[src/rtl/refresh_pkg.sv]
// Shared types and helpers for the memory-wrapper refresh scheduler.
package refresh_pkg;

    typedef enum logic [2:0] {
        RS_IDLE,
        RS_WAIT,
        RS_START,
        RS_REFRESH,
        RS_NEXT
    } rs_state_e;

    // Widest bank array the one-hot decode can serve.
    localparam int MAX_BANKS   = 32;
    localparam int MAX_BANKS_W = $clog2(MAX_BANKS);

    function automatic logic [MAX_BANKS-1:0] onehot(input logic [MAX_BANKS_W-1:0] idx);
        logic [MAX_BANKS-1:0] v;
        v      = '0;
        v[idx] = 1'b1;
        return v;
    endfunction

endpackage

[src/rtl/refresh_scheduler_if.sv]
// Refresh handshake between the scheduler (master) and the bank wrappers (slave).
interface refresh_scheduler_if #(
    parameter int NUM_BANKS = 4
);

    logic [NUM_BANKS-1:0] start_sr;
    logic [NUM_BANKS-1:0] ref_en_cur;
    logic [NUM_BANKS-1:0] ref_en_old;
    logic [NUM_BANKS-1:0] ref_done;

    modport master (
        output start_sr,
        output ref_en_cur,
        output ref_en_old,
        input  ref_done
    );

    modport slave (
        input  start_sr,
        input  ref_en_cur,
        input  ref_en_old,
        output ref_done
    );

endinterface

[src/rtl/refresh_interval_counter.sv]
// Loadable down-counter that saturates at zero and flags it; load wins over decrement.
module refresh_interval_counter #(
    parameter int CNT_W = 4
) (
    input  logic             clk,
    input  logic             rst,
    input  logic             load_i,
    input  logic [CNT_W-1:0] load_val_i,
    input  logic             dec_i,
    output logic             zero_o
);

    logic [CNT_W-1:0] cnt_q;
    logic [CNT_W-1:0] cnt_d;

    always_comb begin
        cnt_d = cnt_q;
        if (load_i) begin
            cnt_d = load_val_i;
        end else if (dec_i && (cnt_q != '0)) begin
            cnt_d = cnt_q - 1'b1;
        end
    end

    always_ff @(posedge clk) begin
        if (rst) begin
            cnt_q <= '0;
        end else begin
            cnt_q <= cnt_d;
        end
    end

    assign zero_o = (cnt_q == '0);

endmodule

[src/rtl/refresh_scheduler.sv]
// Round-robin refresh initiator: spaces bank refreshes by INTERVAL cycles, pulses start_SR,
// drives ref_en_current/ref_en_old and bounds each bank's refresh with a timeout.
module refresh_scheduler
    import refresh_pkg::*;
#(
    parameter int NUM_BANKS      = 4,
    parameter int RET_CYCLES     = 1024,
    parameter int TIMEOUT_CYCLES = 256,
    parameter int BANK_W         = $clog2(NUM_BANKS)
) (
    input  logic                        clk,
    input  logic                        rst,
    input  logic                        enable_i,
    input  logic                        force_i,
    refresh_scheduler_if.master         bus,
    output logic [BANK_W-1:0]           cur_bank_o,
    output logic [BANK_W-1:0]           old_bank_o,
    output logic                        busy_o,
    output logic                        round_done_o,
    output logic                        timeout_err_o
);

    localparam int INTERVAL = RET_CYCLES / NUM_BANKS;
    localparam int IV_W     = $clog2(INTERVAL);
    localparam int TO_W     = $clog2(TIMEOUT_CYCLES);

    localparam logic [BANK_W-1:0] LAST_BANK = BANK_W'(NUM_BANKS - 1);
    localparam logic [IV_W-1:0]   IV_LOAD   = IV_W'(INTERVAL - 1);
    localparam logic [TO_W-1:0]   TO_LOAD   = TO_W'(TIMEOUT_CYCLES - 1);

    rs_state_e         state_q, state_d;
    logic [BANK_W-1:0] cur_q, cur_d;
    logic [BANK_W-1:0] old_q, old_d;
    logic              old_valid_q, old_valid_d;
    logic              busy_q, busy_d;
    logic              round_done_q, round_done_d;
    logic              timeout_err_q, timeout_err_d;

    logic iv_load, iv_dec, iv_zero;
    logic to_load, to_dec, to_zero;

    logic [NUM_BANKS-1:0] cur_oh;
    logic [NUM_BANKS-1:0] old_oh;
    logic                 cur_done;

    refresh_interval_counter #(
        .CNT_W (IV_W)
    ) u_interval_cnt (
        .clk        (clk),
        .rst        (rst),
        .load_i     (iv_load),
        .load_val_i (IV_LOAD),
        .dec_i      (iv_dec),
        .zero_o     (iv_zero)
    );

    refresh_interval_counter #(
        .CNT_W (TO_W)
    ) u_timeout_cnt (
        .clk        (clk),
        .rst        (rst),
        .load_i     (to_load),
        .load_val_i (TO_LOAD),
        .dec_i      (to_dec),
        .zero_o     (to_zero)
    );

    assign cur_oh   = NUM_BANKS'(onehot(MAX_BANKS_W'(cur_q)));
    assign old_oh   = NUM_BANKS'(onehot(MAX_BANKS_W'(old_q)));
    // Masking with the current one-hot drops done strobes from every other bank.
    assign cur_done = |(bus.ref_done & cur_oh);

    always_comb begin
        state_d       = state_q;
        cur_d         = cur_q;
        old_d         = old_q;
        old_valid_d   = old_valid_q;
        timeout_err_d = timeout_err_q;
        iv_load       = 1'b0;
        iv_dec        = 1'b0;
        to_load       = 1'b0;
        to_dec        = 1'b0;

        case (state_q)
            RS_IDLE: begin
                if (enable_i) begin
                    state_d = RS_WAIT;
                    iv_load = 1'b1;
                end
            end
            RS_WAIT: begin
                if (!enable_i) begin
                    state_d = RS_IDLE;
                end else if (iv_zero || force_i) begin
                    state_d = RS_START;
                end else begin
                    iv_dec = 1'b1;
                end
            end
            RS_START: begin
                to_load = 1'b1;
                state_d = RS_REFRESH;
            end
            RS_REFRESH: begin
                // A done arriving on the last allowed cycle still counts as clean.
                if (cur_done) begin
                    state_d = RS_NEXT;
                end else if (to_zero) begin
                    timeout_err_d = 1'b1;
                    state_d       = RS_NEXT;
                end else begin
                    to_dec = 1'b1;
                end
            end
            RS_NEXT: begin
                old_d       = cur_q;
                cur_d       = (cur_q == LAST_BANK) ? '0 : cur_q + 1'b1;
                old_valid_d = 1'b1;
                if (enable_i) begin
                    state_d = RS_WAIT;
                    iv_load = 1'b1;
                end else begin
                    state_d = RS_IDLE;
                end
            end
            default: begin
                state_d = RS_IDLE;
            end
        endcase

        busy_d       = (state_d == RS_START) || (state_d == RS_REFRESH) || (state_d == RS_NEXT);
        round_done_d = (state_d == RS_NEXT) && (cur_q == LAST_BANK);
    end

    always_ff @(posedge clk) begin
        if (rst) begin
            state_q       <= RS_IDLE;
            cur_q         <= '0;
            old_q         <= LAST_BANK;
            old_valid_q   <= 1'b0;
            busy_q        <= 1'b0;
            round_done_q  <= 1'b0;
            timeout_err_q <= 1'b0;
        end else begin
            state_q       <= state_d;
            cur_q         <= cur_d;
            old_q         <= old_d;
            old_valid_q   <= old_valid_d;
            busy_q        <= busy_d;
            round_done_q  <= round_done_d;
            timeout_err_q <= timeout_err_d;
        end
    end

    // Wrapper-facing strobes are decoded from the registered state and indices.
    always_comb begin
        bus.start_sr   = '0;
        bus.ref_en_cur = '0;
        bus.ref_en_old = '0;
        if (state_q == RS_START) begin
            bus.start_sr = cur_oh;
        end
        if ((state_q == RS_START) || (state_q == RS_REFRESH)) begin
            bus.ref_en_cur = cur_oh;
            if (old_valid_q) begin
                bus.ref_en_old = old_oh;
            end
        end
    end

    assign cur_bank_o    = cur_q;
    assign old_bank_o    = old_q;
    assign busy_o        = busy_q;
    assign round_done_o  = round_done_q;
    assign timeout_err_o = timeout_err_q;

endmodule

[src/flat_wrapper.sv]
// flat-port wrapper written by rule: the top's interface ports become plain ports
module refresh_scheduler_flat import refresh_pkg::*;
#(
    parameter int NUM_BANKS      = 4,
    parameter int RET_CYCLES     = 1024,
    parameter int TIMEOUT_CYCLES = 256,
    parameter int BANK_W         = $clog2(NUM_BANKS)
)
  (clk, rst, enable_i, force_i, cur_bank_o, old_bank_o, busy_o, round_done_o, timeout_err_o, bus_start_sr, bus_ref_en_cur, bus_ref_en_old, bus_ref_done);
  refresh_scheduler_if #(.NUM_BANKS(NUM_BANKS)) bus_i ();
  input  logic clk;
  input  logic rst;
  input  logic enable_i;
  input  logic force_i;
  output logic [BANK_W-1:0] cur_bank_o;
  output logic [BANK_W-1:0] old_bank_o;
  output logic busy_o;
  output logic round_done_o;
  output logic timeout_err_o;
  output wire logic [$bits(bus_i.start_sr)-1:0] bus_start_sr;
  output wire logic [$bits(bus_i.ref_en_cur)-1:0] bus_ref_en_cur;
  output wire logic [$bits(bus_i.ref_en_old)-1:0] bus_ref_en_old;
  input wire logic [$bits(bus_i.ref_done)-1:0] bus_ref_done;
  assign bus_start_sr = bus_i.start_sr;
  assign bus_ref_en_cur = bus_i.ref_en_cur;
  assign bus_ref_en_old = bus_i.ref_en_old;
  assign bus_i.ref_done = bus_ref_done;
  refresh_scheduler #(.NUM_BANKS(NUM_BANKS), .RET_CYCLES(RET_CYCLES), .TIMEOUT_CYCLES(TIMEOUT_CYCLES), .BANK_W(BANK_W)) u_core (.clk(clk), .rst(rst), .enable_i(enable_i), .force_i(force_i), .bus(bus_i), .cur_bank_o(cur_bank_o), .old_bank_o(old_bank_o), .busy_o(busy_o), .round_done_o(round_done_o), .timeout_err_o(timeout_err_o));
endmodule
[config.mk]
export PLATFORM = sky130hd
export DESIGN_NAME = refresh_scheduler_flat
export DESIGN_NICKNAME = d
export VERILOG_FILES = /design/src/rtl/refresh_pkg.sv /design/src/rtl/refresh_scheduler_if.sv /design/src/rtl/refresh_interval_counter.sv /design/src/rtl/refresh_scheduler.sv /design/src/flat_wrapper.sv
export SDC_FILE = /design/constraint.sdc
export NUM_CORES = 1
export LEC_CHECK = 0
export CORE_MARGIN = 2
export CORE_UTILIZATION = 45
export DETAILED_ROUTE_END_ITERATION = 8
export PLACE_DENSITY = 0.77
export SLEW_MARGIN = 20
export SYNTH_ARGS = -nofsm -noshare
export SYNTH_HDL_FRONTEND = slang
export SYNTH_HIERARCHICAL = 1
export SYNTH_SLANG_ARGS = --single-unit
[constraint.sdc]
create_clock -name clk -period 3.4 [get_ports clk]
set_clock_uncertainty 0.15 [all_clocks]
set_input_delay 0.51 -clock clk [delete_from_list [all_inputs] [get_ports clk]]
set_output_delay 0.51 -clock clk [all_outputs]
set_load 0.05 [all_outputs]
==> reports/metrics.csv <==
metric,value,unit
hold buffers post-CTS,0,
met3 usage,2.226,%
post-synth top area cell,dfxtp_1,
Final Hold Fails,0,
number of global-route vias before repair,1374,
post-CTS setup buffer count,0,
YS warnings,6,
critical path cell sequence,nor2b_1 -> and2b_4 -> and2_1 -> clkdlybuf4s50_1,
worst rel slew slack,65.28,%
DP Area,2057,um2
sequential fraction of design power,50.1,%
Die H,65.31,um
DRT Pass-1 Iters,4,
Num CTS Buffers,3,
synthesized flop and latch total,27,
CTS H-tree lvls,1,
Peak VDD IR,0.0002069,V
ys flop type,dfxtp_1,
Detailed Place HPWL,2508,um
RePlAce Congestion,0.7975,
upper clock frequency limit,0.3456,GHz
Bufs on Longest Clock Path,2,
Initial Util,46.56,%
largest family of logic cells by synthesized area,simple AND/OR/NAND/NOR gates,
drt first-iter violations,82,
Chip Width,65.31,um
Clk network pwr share,24.9,%
CP Capture Type,output pin,
sw frac,31.18,%
Die ar.,4265,um2
Synth Area in Simple Gates,31.66,%
Mapped Cells,196,
ys async rst share,0,%
diode count,0,
first-pass GRT wire length,5858,um
Hold Path End,u_core/timeout_err_o,
Final Net Count,254,
GRT met2 Usage,31.25,%
Hold Crit Class,flop to flop,
crit path kind,flop to output pin,
Synth Area in Compound Gates,18.86,%
IO buf count,26,
CP peak stage delay,0.80,ns
Pleak,0.7976,nW
Adder-Cell Fraction of Synth Area,5.917,%
vias post-DR,1512,
GRT Total Usage,17.12,%
ranking of synthesized cells by area,"dfxtp_1 32%, ha_1 5.9%, nor2_1 4.7%, nor3b_1 3.6%, o41ai_4 3.3%",
DRC viols,0,
Setup Viol. Count Final,0,
worst hold start,u_core/timeout_err_o,
Synth top area share,31.95,%
proportion of layout cells with a drive suffix above 1,11.39,%
# IOs,27,
initial antenna violation count,0,
routed len/inst,12.03,um
reg2reg path depth,11,
reg2reg start,u_core/u_timeout_cnt/cnt_q[0],
Worst Setup Start Kind,flop,
"Most Used Layer, Global Route",met2,
worst-skew pair later-pin latency,0.27,ns
grt ovf,0,
final instance area,2103,um2
CP required,2.74,ns
Reg2Reg Setup Slack,0.63,ns
Unique masters post-synth,46,
Tcrit/Tclk final,85.11,%
Post-Syn Area per Cell,8.631,um2
Sink Count,27,
Min-Delay Path Depth,2,
clk slew on worst S/H paths,0.10,ns
crit path time final,2.894,ns
largest fanout on the critical path,15,
Tightest Pin Transition,0.5191,ns
Post-synth EDFFs,0,
crit path DAT,2.23,ns
fill count,347,
run status,"finished, final reports clean",
Psw,0.2272,mW
root buf cell,clkbuf_8,
CTS tree,yes,
Crit Reg-Reg Endpoint,u_core/u_timeout_cnt/cnt_q[7],
post-route antenna net violation count,0,
most frequent cells after synthesis,"27 x dfxtp_1, 21 x nor2_1, 13 x inv_1, 10 x a21oi_1, 9 x nand2_1",
Pint,0.5014,mW
Layout area overhead,24.33,%
met1 usage,20.87,%
RSZ-0062 raised after global routing,no,
Crit-path slowest cell,clkdlybuf4s50_1,
Final Max Slew Viols,0,
pwr/cell area,346.4,nW/um2
post-route setup TNS,0,ns
post-synthesis sequential area ratio,31.95,%
XOR/XNOR Fraction of Synth Area,3.107,%
core area,3633,um2
standard-cell rows,22,
post_cts resized,0,
most numerous cell in the Yosys netlist,dfxtp_1,
Logic pwr share,25.1,%
average via count per standard cell,5.305,
Max Cap Violations,0,
largest net degree at the start of global routing,28,
mux cell area share after synthesis,2.959,%
Post-Syn Area,1692,um2
Routed WL,3429,um
==> routing by layer <==
layer | wire length (um) | share of wire [%]
met1 | 1627 | 47
met2 | 1645 | 48
met3 | 131 | 3.8
met4 | 25 | 0.73
met5 | 0 | 0
==> cell families (layout without fill, tap and decap cells) <==
family	after synthesis	after routing
and+or+nand+nor	86	86
AOI/OAI and AO/OA	41	41
adders and majority gates	8	8
other	1	16
DFF	27	27
xor gates and xnor gates	6	6
muxes	5	5
buffers and inverters	22	48
==> flip-flops by register name, indices dropped and copies added (netlist names) <==
| signal | cells |
|---|---|
| u_core/old_bank_o | 2 |
| u_core/u_timeout_cnt/cnt_q | 8 |
| u_core/old_valid_q | 1 |
| u_core/timeout_err_o | 1 |
| u_core/busy_o | 1 |
| u_core/u_interval_cnt/cnt_q | 8 |
| u_core/cur_bank_o | 2 |
| u_core/round_done_o | 1 |
| u_core/state_q | 3 |
==> area by class of cell <==
| cell class | count | area, um2 | share of cell area (%) |
|---|---|---|---|
| inverters | 15 | 56.30 | 2.677 |
| clock inverters | 1 | 5.005 | 0.2380 |
| clock buffers | 3 | 41.29 | 1.963 |
| flip-flops and latches | 27 | 540.5 | 25.70 |
| well taps | 48 | 60.06 | 2.855 |
| repair buffers | 29 | 282.8 | 13.44 |
| multi-input cells | 162 | 1117 | 53.12 |
==> worst max-delay path: cells and delay by family (launching register included) <==
kind,cells,cell delay (ns)
flops,1,0.52
simple gates,3,0.64
buf+inv,1,0.80
==> power by group through the flow <==
stage	Clock [mW]	Sequential, mW	Combinational [mW]
floorplan	0	0.366	0.142
global placement	0	0.371	0.178
detailed placement	0	0.371	0.182
CTS	0.191	0.364	0.182
global route	0.203	0.368	0.202
finish	0.181	0.365	0.183
==> cells in the final DEF, fill, tap and decap left out, drive strengths merged, types with 2 or more instances in the layout <==
cell	Yosys	routed
clkdlybuf4s50	0	26
and2	8	8
or3	4	4
a211oi	4	4
buf	5	3
nand2	10	10
clkinv	2	3
nor2	21	21
ha	8	8
nand3	2	2
o41ai	2	2
nor2b	4	4
inv	13	13
a31oi	4	4
a311oi	4	4
a22oi	2	2
nor3	5	5
nor3b	9	9
o31ai	2	2
mux2i	5	5
xnor2	6	6
or3b	2	2
dfxtp	27	27
o21a	2	2
o21ai	6	6
nand4b	2	2
o211ai	3	3
conb	1	16
or4	10	10
nor4	2	2
clkbuf	2	3
a21oi	10	10
==> per-stage QoR <==
| stage | hold slack [ns] | total power [mW] | worst slack [ns] | instances | util (%) |
|---|---|---|---|---|---|
| final | 0.3514 | 0.7286 | 0.5061 | 285 | 57.89 |
| after global routing | 0.4027 | 0.7733 | 0.3876 | 285 | 57.89 |
| after CTS | 0.3513 | 0.7373 | 0.4851 | 285 | 57.89 |
| after detailed placement | 0.3283 | 0.5529 | 0.6156 | 281 | 56.61 |
| after global placement | 0.3045 | 0.5495 | 0.6351 | 281 | 56.61 |
| after floorplan | 0.3124 | 0.5086 | 0.6354 | 211 | - |
==> worst max-delay path by stage <==
stage | endpoint | cells past startpoint | start | slack, ns
after floorplan | u_core/u_timeout_cnt/cnt_q[7] | 9 | u_core/cur_bank_o[0] | 0.64
after global placement | u_core/u_timeout_cnt/cnt_q[7] | 8 | bus_ref_done[0] | 0.64
after detailed placement | u_core/u_timeout_cnt/cnt_q[7] | 8 | bus_ref_done[0] | 0.62
after CTS | bus_start_sr[1] | 4 | u_core/state_q[1] | 0.49
after global routing | bus_ref_en_old[0] | 5 | u_core/state_q[1] | 0.39
final | bus_start_sr[1] | 4 | u_core/state_q[1] | 0.51
(Power assumes the default switching activity.)
